### src/rtl/alu_share_arbiter_pkg.sv
// Shared definitions for the ALU sharing arbiter: FSM state encoding, port indices and the
// ALUctl codes used by the surrounding core.
package alu_share_arbiter_pkg;

    typedef enum logic [1:0] {
        StIdle = 2'd0,
        StExec = 2'd1,
        StResp = 2'd2
    } state_e;

    localparam logic PORT0 = 1'b0;
    localparam logic PORT1 = 1'b1;

    localparam logic [6:0] ALU_CTL_AND = 7'h00;
    localparam logic [6:0] ALU_CTL_OR  = 7'h01;
    localparam logic [6:0] ALU_CTL_ADD = 7'h02;
    localparam logic [6:0] ALU_CTL_SUB = 7'h06;
    localparam logic [6:0] ALU_CTL_XOR = 7'h0c;
    localparam logic [6:0] ALU_CTL_BEQ = 7'h16;

endpackage

### src/rtl/alu_rr_arbiter2.sv
// Combinational two-way grant: fixed priority to port 0, or round-robin against the port
// that last completed a transaction.
module alu_rr_arbiter2
    import alu_share_arbiter_pkg::*;
#(
    parameter bit FIXED_PRIORITY = 1'b0
) (
    input  logic valid0,
    input  logic valid1,
    input  logic last_grant,
    output logic grant_valid,
    output logic grant_idx
);

    always_comb begin
        grant_valid = valid0 | valid1;
        if (valid0 && valid1) begin
            grant_idx = FIXED_PRIORITY ? PORT0 : ~last_grant;
        end else begin
            grant_idx = valid1 ? PORT1 : PORT0;
        end
    end

endmodule

### src/rtl/alu_share_arbiter.sv
// Shares one external combinational ALU between two valid/ready requesters: accept, drive the
// ALU for one cycle, then hold the registered result until the granted port takes it.
module alu_share_arbiter
    import alu_share_arbiter_pkg::*;
#(
    parameter int unsigned DATA_WIDTH     = 32,
    parameter int unsigned CTL_WIDTH      = 7,
    parameter int unsigned FIXED_PRIORITY = 0
) (
    input  logic                  clk,
    input  logic                  reset,
    input  logic                  req0_valid,
    output logic                  req0_ready,
    input  logic [CTL_WIDTH-1:0]  req0_ctl,
    input  logic [DATA_WIDTH-1:0] req0_a,
    input  logic [DATA_WIDTH-1:0] req0_b,
    input  logic                  req1_valid,
    output logic                  req1_ready,
    input  logic [CTL_WIDTH-1:0]  req1_ctl,
    input  logic [DATA_WIDTH-1:0] req1_a,
    input  logic [DATA_WIDTH-1:0] req1_b,
    output logic                  rsp0_valid,
    input  logic                  rsp0_ready,
    output logic                  rsp1_valid,
    input  logic                  rsp1_ready,
    output logic [DATA_WIDTH-1:0] rsp_result,
    output logic                  rsp_branch,
    output logic [CTL_WIDTH-1:0]  alu_ctl,
    output logic [DATA_WIDTH-1:0] alu_a,
    output logic [DATA_WIDTH-1:0] alu_b,
    input  logic [DATA_WIDTH-1:0] alu_out,
    input  logic                  alu_branch
);

    state_e                state_q, state_d;
    logic                  last_grant_q, last_grant_d;
    logic                  grant_q, grant_d;
    logic [CTL_WIDTH-1:0]  ctl_q, ctl_d;
    logic [DATA_WIDTH-1:0] a_q, a_d;
    logic [DATA_WIDTH-1:0] b_q, b_d;
    logic [DATA_WIDTH-1:0] result_q, result_d;
    logic                  branch_q, branch_d;

    logic grant_valid;
    logic grant_idx;

    alu_rr_arbiter2 #(
        .FIXED_PRIORITY (FIXED_PRIORITY != 0)
    ) u_arb (
        .valid0      (req0_valid),
        .valid1      (req1_valid),
        .last_grant  (last_grant_q),
        .grant_valid (grant_valid),
        .grant_idx   (grant_idx)
    );

    always_comb begin
        state_d      = state_q;
        last_grant_d = last_grant_q;
        grant_d      = grant_q;
        ctl_d        = ctl_q;
        a_d          = a_q;
        b_d          = b_q;
        result_d     = result_q;
        branch_d     = branch_q;
        req0_ready   = 1'b0;
        req1_ready   = 1'b0;
        rsp0_valid   = 1'b0;
        rsp1_valid   = 1'b0;

        unique case (state_q)
            StIdle: begin
                if (grant_valid) begin
                    grant_d = grant_idx;
                    state_d = StExec;
                    if (grant_idx == PORT0) begin
                        req0_ready = 1'b1;
                        ctl_d      = req0_ctl;
                        a_d        = req0_a;
                        b_d        = req0_b;
                    end else begin
                        req1_ready = 1'b1;
                        ctl_d      = req1_ctl;
                        a_d        = req1_a;
                        b_d        = req1_b;
                    end
                end
            end
            StExec: begin
                result_d = alu_out;
                branch_d = alu_branch;
                state_d  = StResp;
            end
            StResp: begin
                // Only the granted port's rsp_ready can retire the result.
                if (grant_q == PORT0) begin
                    rsp0_valid = 1'b1;
                    if (rsp0_ready) begin
                        state_d      = StIdle;
                        last_grant_d = PORT0;
                    end
                end else begin
                    rsp1_valid = 1'b1;
                    if (rsp1_ready) begin
                        state_d      = StIdle;
                        last_grant_d = PORT1;
                    end
                end
            end
            default: state_d = StIdle;
        endcase
    end

    always_ff @(posedge clk) begin
        if (reset) begin
            state_q      <= StIdle;
            last_grant_q <= PORT1;
            grant_q      <= PORT0;
            ctl_q        <= '0;
            a_q          <= '0;
            b_q          <= '0;
            result_q     <= '0;
            branch_q     <= 1'b0;
        end else begin
            state_q      <= state_d;
            last_grant_q <= last_grant_d;
            grant_q      <= grant_d;
            ctl_q        <= ctl_d;
            a_q          <= a_d;
            b_q          <= b_d;
            result_q     <= result_d;
            branch_q     <= branch_d;
        end
    end

    assign alu_ctl    = ctl_q;
    assign alu_a      = a_q;
    assign alu_b      = b_q;
    assign rsp_result = result_q;
    assign rsp_branch = branch_q;

endmodule

### config.mk
export PLATFORM = sky130hd
export DESIGN_NAME = alu_share_arbiter
export DESIGN_NICKNAME = d
export VERILOG_FILES = /design/src/rtl/alu_share_arbiter_pkg.sv /design/src/rtl/alu_rr_arbiter2.sv /design/src/rtl/alu_share_arbiter.sv
export SDC_FILE = /design/constraint.sdc
export NUM_CORES = 1
export LEC_CHECK = 0
export CAP_MARGIN = 10
export CORE_MARGIN = 4
export CORE_UTILIZATION = 30
export CTS_BUF_LIST = sky130_fd_sc_hd__clkbuf_8
export CTS_CLUSTER_DIAMETER = 100
export DETAILED_ROUTE_END_ITERATION = 8
export PLACE_DENSITY = 0.68
export SYNTH_ARGS = -nofsm -noshare
export SYNTH_HDL_FRONTEND = slang
export SYNTH_SLANG_ARGS = --single-unit
### constraint.sdc
create_clock -name clk -period 1.4 [get_ports clk]
set_clock_uncertainty 0.2 [all_clocks]
set_input_delay 0.14 -clock clk [delete_from_list [all_inputs] [get_ports clk]]
set_output_delay 0.14 -clock clk [all_outputs]
set_load 0.005 [all_outputs]
Word-level counts from Yosys, hierarchy flattened
Cells that the tools add are included.
{ "totals": {"ff_bits": 108, "in_bits": 181} }
{ "op_classes": {"eq_ne": 6, "mux": 23, "bitwise_logic": 2, "n_reduce_logical": 6} }
{ "op_table": {"columns": ["operator", "count"], "rows": [
  ["32-bit two-way mux", 2],
  ["1-bit two-way mux", 15],
  ["2-bit two-way mux", 4],
  ["7-bit two-way mux", 1],
  ["3-bit != test, second input constant", 2],
  ["2-bit case mux with 3 select lines", 1],
  ["3-bit AND reduction", 2],
  ["2-bit != test, second input constant", 2],
  ["2-bit by 1-bit == test with 1-bit output, second input constant", 1],
  ["2-bit == test, second input constant", 1],
  ["2-bit zero test", 1],
  ["2-bit AND reduction", 1],
  ["2-bit nonzero test", 1],
  ["1-bit logical AND", 1],
  ["1-bit inverter", 1],
  ["1-bit bitwise OR", 1]
]} }

Logic depth before layout (Yosys ltp)
Gate-level depths: netlist of run 1.
{ "logic_depth": {"depth_word": 5, "ltp_mapped": 5} }

Hierarchy
A second synthesis of run 1 with hierarchy kept.
{ "hier_totals": {"cells_unflattened": 407, "area_unflattened_um2": 4424.2} }
{ "modules_own_cells": {"columns": ["mod", "n_inst", "cells_each", "area_per_inst_um2", "seq_area_each_um2"], "rows": [
  ["alu_share_arbiter", 1, 405, 4410.5, 2162.1],
  ["alu_rr_arbiter2", 1, 2, 13.8, 0.0]
]} }

Worst setup path after synthesis of run 1
OpenSTA, ideal clock, no wires.
{ "synth_timing": {"path_type": "register to register", "from": "register state_q[1]", "to": "register a_q[0], in the netlist alu_a[0]", "setup_ns": 0.089, "t_arrival_ns": 1.068, "required_time_ns": 1.111, "setup_slack_ns": 0.043, "stages_incl_launch_ff": 6, "n_path_buf": 2, "cell_sequence": "dfxtp_1 -> nor2_1 -> buf_2 -> buf_2 -> a21oi_1 -> a311oi_2"} }
{ "synth_between": {"elab_chain_cells": 2} }
{ "synth_lines": {"columns": ["element", "line", "source"], "rows": [
  ["from (decl)", "alu_share_arbiter.sv:35", "state_e state_q, state_d;"],
  ["from (signal assigned)", "alu_share_arbiter.sv:116", "state_q <= StIdle;"],
  ["from (signal assigned)", "alu_share_arbiter.sv:125", "state_q <= state_d;"],
  ["2-bit zero test", "alu_share_arbiter.sv:71", "unique case (state_q)"],
  ["2-bit AND reduction (no line)", null, null],
  ["to (signal assigned)", "alu_share_arbiter.sv:120", "a_q <= '0;"],
  ["to (signal assigned)", "alu_share_arbiter.sv:129", "a_q <= a_d;"],
  ["to (decl)", "alu_share_arbiter.sv:39", "logic [DATA_WIDTH-1:0] a_q, a_d;"]
]} }
Every way passes these cells.
A chain may end at the register's enable or synchronous reset.

Worst setup path in the final report of run 1
{ "layout_timing": {"from": "register last_grant_q", "to": "register b_q[13], in the netlist alu_b[13]"} }
{ "layout_between": {"elab_chain_cells": 3} }
{ "layout_lines": {"columns": ["element", "line", "source"], "rows": [
  ["from (decl)", "alu_share_arbiter.sv:36", "logic last_grant_q, last_grant_d;"],
  ["from (signal assigned)", "alu_share_arbiter.sv:126", "last_grant_q <= last_grant_d;"],
  ["1-bit inverter", "alu_rr_arbiter2.sv:18", "grant_idx = FIXED_PRIORITY ? PORT0 : ~last_grant;"],
  ["1-bit two-way mux", "alu_rr_arbiter2.sv:17", "if (valid0 && valid1) begin"],
  ["32-bit two-way mux", "alu_share_arbiter.sv:76", "if (grant_idx == PORT0) begin"],
  ["to (signal assigned)", "alu_share_arbiter.sv:121", "b_q <= '0;"],
  ["to (signal assigned)", "alu_share_arbiter.sv:130", "b_q <= b_d;"],
  ["to (decl)", "alu_share_arbiter.sv:40", "logic [DATA_WIDTH-1:0] b_q, b_d;"]
]} }
Every way passes these cells.

==> flow_summary_export.csv, run 1 <==
group,metric,value,unit
logic_synthesis,syn_inst,576,
global_route,grt_max_degree,49,
cts,clk_path_buf_depth,2,
floorplan,die_w,137,µm
finish,postLayoutCoreUtil,57.6,%
finish,fin_nets,1063,
timing,hold_violations,0,
route,antenna_left,0,
cts,cts_max_level,3,
worst_setup_path,r2r_start,"last_grant_q",
timing,maxSlewViolCount,0,
worst_setup_path,arrival,1750,ps
placed_design,place_hpwl,12400,µm
route,vias,5404,
worst_setup_path,slowest_stage,"dfxtp_2",
logic_synthesis,ys.flop_type,"dfxtp_1",
logic_synthesis,synth.distinct_cells,21,
power,p_leak,3.92,nW
run,drv_cap,0,
logic_synthesis,ys_ff_latch,108,
run_status,failed_checks,"negative setup slack",
timing,setup_violations,77,
min_path,min_from,"alu_out[25]",
floorplan,core_area,16100,µm²
floorplan,initial_core_util,31.0,%
timing,max_freq,611,MHz
timing,fin_hold_ws,78.0,ps
placed_design,place.gp.congestion,0.783,
logic_synthesis,ys_async_sr_fraction,0,%
logic_synthesis,synth_warnings,0,
logic_synthesis,synth_edf_count,0,
worst_setup_path,reg2reg_depth,6,
route,dr.pass1.iters,4,
cts,clk_pin_slew,110,ps
min_path,min_to,"rsp_result[25]",
floorplan,rows,46,
worst_setup_path,crit_buf_inv,3,
worst_setup_path,required,1510,ps
route,wl,19700,µm
timing,period_needed,1640,ps
finish,design_area,9290,µm²
floorplan,io_pins,289,
worst_setup_path,cp-start-kind,"flop",
run_status,outcome,"finished with violations",
worst_setup_path,crit_family,"buffers and inverters",
global_route,grt_pass1_wl,28000,µm
cts,cts_tree,"built",
logic_synthesis,synth_area_per_cell,8.68,µm²
global_route,antenna_found_initial,0,
worst_setup_path,r2r_end,"alu_b[13]",
worst_setup_path,critical_path_class,"flop to flop",
power,power,8.87,mW
power,powerDensity,955,nW/µm²
power,peakVddDrop,0.454,mV
worst_setup_path,max_stage_delay,350,ps
worst_setup_path,worstPathCellList,"buf_6 -> a21boi_4 -> buf_8 -> clkbuf_16 -> nand2_1 -> a311oi_2",
placed_design,place_area,8280,µm²
timing,slew_headroom,78.5,%
timing,tightest_slew,322,ps
finish,n_fill_cell,1452,
route,drc,0,
global_route,overflow,0,
timing,fin_ws,-236,ps
route,drtIter0Drc,223,
global_route,track_usage,19.1,%
cts,clockRootBuffer,"clkbuf_8",
placed_design,port_buffers,288,
timing,setup-tns-final,-13540,ps
timing,min_period_over_period,117,%
cts,clk_latency,390,ps
min_path,min_path_cells,3,
global_route,grt_pass1_vias,5227,
cts,clock_sinks,108,
floorplan,dieHeight,137,µm
route,vias_per_cell,4.90,
finish,area_delta_synth_final,85.7,%
route,wl_per_cell,17.8,µm
min_path,hold_class,"input port to flop",
timing,rsz0062_at_grt,"yes",
cts,cts_buffers,9,
worst_setup_path,cp_max_fo,11,
worst_setup_path,rrSetupSlack,-240,ps
finish,diodes,0,
logic_synthesis,ys_seq_area_share,43.2,%
floorplan,die-area,18800,µm²
worst_setup_path,end_kind,"flop",
finish,drive_gt1_share,28.7,%
logic_synthesis,syn-num-nets,757,
logic_synthesis,synth_area,5000,µm²
==> worst max-delay path by stage <==
stage                  to  cells after the start  slack, ps         start
3_3_place_gp   req1_ready                      4       -630    req1_valid
6_report        alu_b[13]                      6       -240  last_grant_q
3_5_place_dp   req1_ready                      4       -640    req1_valid
5_1_grt         alu_b[13]                      6       -320  last_grant_q
2_1_floorplan    alu_a[0]                      5         40    state_q[1]
4_1_cts          alu_b[1]                      6       -260  last_grant_q
==> placed cells by master, fill, tap and decap left out, drive strengths merged <==
cell type      count
nand2            210
clkdlybuf4s50    180
dfxtp            108
a21oi            106
dlygate4sd2       92
a311oi            71
buf               65
clkbuf            16
clkdlybuf4s15      7
nor2               5
inv                4
dlymetal6s2s       3
nand2b             2
and2               2
o21ai              2
bufinv             2
clkinvlp           2
nor2b              2
a21bo              1
nor3               1
a21boi             1
or2                1
mux2               1
o211ai             1
o21ba              1
dlygate4sd3        1
==> metal layers <==
| layer | track usage [%] | wire [µm] | up-vias |
|---|---|---|---|
| li1 | - | - | 2640 |
| met1 | 23.3 | 8180 | 2523 |
| met2 | 31.5 | 9400 | 209 |
| met3 | 5.99 | 1640 | 32 |
| met4 | 7.48 | 449 | 0 |
| met5 | 0 | 0 | - |
==> report_power, final <==
group | switching (mW) | internal [mW]
registers | 0.167 | 3.43
clock network | 1.17 | 1.07
logic | 1.33 | 1.71
==> sequential cells by signal (all words and copies together) (netlist names) <==
name / flops
grant_q: 1
rsp_branch: 1
alu_b: 32
state_q: 2
alu_a: 32
rsp_result: 32
alu_ctl: 7
last_grant_q: 1
==> area by class of cell <==
type | instances | area (µm²) | share of cell area, %
Sequential cell | 108 | 2230 | 24.0
Timing Repair Buffer | 354 | 3760 | 40.5
Clock buffer | 10 | 138 | 1.48
Inverter | 2 | 7.51 | 0.0808
Tap cell | 216 | 270 | 2.91
Multi-Input combinational cell | 407 | 2790 | 30.0
Clock inverter | 6 | 92.6 | 0.997
==> worst min-delay path: cells and delay by family <==
| family | cells | cell delay (ps) |
|---|---|---|
| buffers and inverters | 1 | 390 |
| and+or+nand+nor | 1 | 60 |
| AOI/OAI and AO/OA | 1 | 50 |
==> through the flow <==
stage	instances	worst slack, ps
after CTS	1091	-256
after global placement	1060	-630
after detailed placement	1060	-636
final	1103	-236
after floorplan	576	43.1
after global routing	1103	-318
==> logic make-up (layout without fill, tap and decap cells) <==
kind of cell,Yosys count,after routing,synth area share (%)
and+or+nand+nor,222,223,17.0
AOI/OAI and AO/OA,183,183,32.7
DFF,108,108,43.2
buffers and inverters,62,372,6.86
muxes,1,1,0.225
==> timing repair <==
action | in CTS | in global routing
pin swaps | 36 | 16
gates cloned | 9 | 8
endpoints found under the setup margin | 194 | 109
gates resized for setup | 227 | 51
hold buffers | 1 | 0
hold endpoints to repair | 7 | 0
setup buffers | 5 | 5
==> synthesized netlist by cell type (2+ instances only) <==
master | n | area (µm²)
a311oi_2 | 70 | 1050
nor2_1 | 5 | 18.8
clkbuf_1 | 12 | 45.0
nand2b_1 | 2 | 12.5
nor2b_1 | 2 | 12.5
nand2_1 | 210 | 788
buf_2 | 40 | 200
dfxtp_1 | 108 | 2160
a21oi_1 | 106 | 531
o21ai_0 | 2 | 10.0
inv_1 | 2 | 7.51
buf_6 | 8 | 90.1
Note: power is estimated with default switching activity, not from simulation.
==> run 2, diff against run 1 <==
- CORE_ASPECT_RATIO: unset -> 0.6
- GPL_TIMING_DRIVEN: unset -> 0
==> run 2 against run 1 <==
  * Via count increased by 4.2%
  * The run still ends with negative setup slack left
  * Largest cell class unchanged
  * Die area rose by 0.36%
  * Design area up 5.5%
  * First-iteration DRC count decreased by 3.1%
==> flow_summary_export.csv, run 2 (synthesis gave the netlist of run 1 again) <==
group,metric,value,unit
placed_design,place_area,8160,µm²
floorplan,core_area,16300,µm²
finish,design_area,9800,µm²
power,power,9.12,mW
floorplan,dieHeight,108,µm
cts,clockRootBuffer,"clkbuf_8",
timing,rsz0062_at_grt,"yes",
cts,postCtsHoldBufs,0,
floorplan,die_w,175,µm
cts,clock_sinks,108,
worst_setup_path,critical_path_class,"flop to flop",
timing,slew_headroom,46.5,%
route,wl_per_cell,18.8,µm
finish,diodes,0,
finish,fin_nets,1102,
run_status,failed_checks,"negative setup slack",
global_route,track_usage,20.9,%
cts,cts_max_level,3,
floorplan,rows,36,
global_route,grt_max_degree,20,
worst_setup_path,cp_max_fo,6,
cts,clk_latency,370,ps
route,vias,5632,
min_path,hold_class,"input port to flop",
global_route,overflow,0,
floorplan,io_pins,289,
worst_setup_path,arrival,1770,ps
timing,setup-tns-final,-15440,ps
worst_setup_path,required,1490,ps
finish,area_delta_synth_final,95.9,%
route,drtIter0Drc,216,
timing,max_freq,597,MHz
timing,min_period_over_period,120,%
power,powerDensity,931,nW/µm²
finish,drive_gt1_share,37.7,%
floorplan,initial_core_util,30.7,%
cts,clk_pin_slew,130,ps
placed_design,port_buffers,287,
cts,clk_path_buf_depth,2,
timing,maxSlewViolCount,0,
timing,period_needed,1680,ps
global_route,grt_pass1_vias,5390,
cts,cts_buffers,9,
timing,setup_violations,108,
finish,final_cells,1154,
power,peakVddDrop,0.503,mV
power,p_leak,4.11,nW
placed_design,place_inst,1091,
finish,postLayoutCoreUtil,60.1,%
timing,fin_ws,-275,ps
route,vias_per_cell,4.88,
route,wl,21700,µm
finish,mostFrequentLayoutCells,"clkdlybuf4s50_1, nand2_1, dlygate4sd2_1",
run_status,outcome,"finished with violations",
route,antenna_left,0,
finish,final_common_cell,"clkdlybuf4s50_1",
placed_design,place_hpwl,15000,µm
floorplan,die-area,18900,µm²
timing,tightest_slew,803,ps
finish,n_fill_cell,1464,
route,dr.pass1.iters,4,
worst_setup_path,cp-start-kind,"flop",
cts,cts_tree,"built",
worst_setup_path,end_kind,"flop",
route,drc,0,
placed_design,place.gp.congestion,0.840,
global_route,grt_pass1_wl,31000,µm
global_route,antenna_found_initial,0,
timing,hold_violations,0,
run,drv_cap,0,
-- run 2: cell count changes in the layout (fill, tap and decap cells not counted), moves of 6 or more --
cell,before,now
a21oi_1,92,59
a21oi_2,14,46
buf_12,17,11
buf_2,5,15
buf_6,10,28
buf_8,3,14
clkbuf_1,0,10
dfxtp_1,61,52
dfxtp_2,45,54
nand2_1,186,166
nand2_2,3,17
nand2_4,21,27
-- run 2: worst paths after layout --
| path | from | endpoint | slack (ps) | depth (start not counted) |
|---|---|---|---|---|
| worst max register to register | state_q[0] | alu_b[13] | -280 | 8 |
| worst min-delay path | alu_out[5] | rsp_result[5] | 100 | 3 |
| worst max-delay path | state_q[0] | alu_b[13] | -280 | 8 |
| worst min register to register | rsp_result[31] | rsp_result[31] | 260 | 2 |
-- run 2: what timing repair did --
action                     4_1_cts  5_1_grt
resized for setup              296      140
cloned                          10        7
pin swaps                       23       92
buffers inserted                29        6
setup endpoints to repair      211      124
-- run 2: per-stage QoR --
stage	hold slack [ps]	worst slack [ps]
5_1_grt	88.0	-347
2_1_floorplan	76.0	43.1
3_3_place_gp	243	-973
6_report	102	-275
4_1_cts	63.4	-268
3_5_place_dp	246	-992
-- run 2: worst max-delay path: stages (launching register included) --
cell	delay, ps
dfxtp_4	370
nor2_4	110
buf_6	120
buf_4	140
buf_12	150
buf_12	110
buf_16	100
a21oi_1	60
a311oi_2	230
-- run 2: cell type report --
class	instances	area, µm²	area share [%]
multi-input cells	406	3000	30.7
clock inverters	7	82.6	0.843
plain buffers	58	566	5.77
repair buffers	336	3490	35.6
flip-flops and latches	108	2240	22.8
clock buffers	9	124	1.26
well taps	228	285	2.91
inverters	2	7.51	0.0766
-- run 2: report_power, final --
| part | switching, mW | leakage (nW) | internal [mW] |
|---|---|---|---|
| clock | 1.22 | 0.104 | 0.865 |
| sequential | 0.175 | 0.911 | 3.43 |
| combinational | 1.50 | 3.10 | 1.93 |
| total | 2.90 | 4.11 | 6.23 |
-- run 2: metal layers --
layer | GRT usage [%] | wire length [µm]
met1 | 28.8 | 9930
met2 | 32.5 | 9610
met3 | 6.99 | 1880
met4 | 3.70 | 238
met5 | 0 | 0
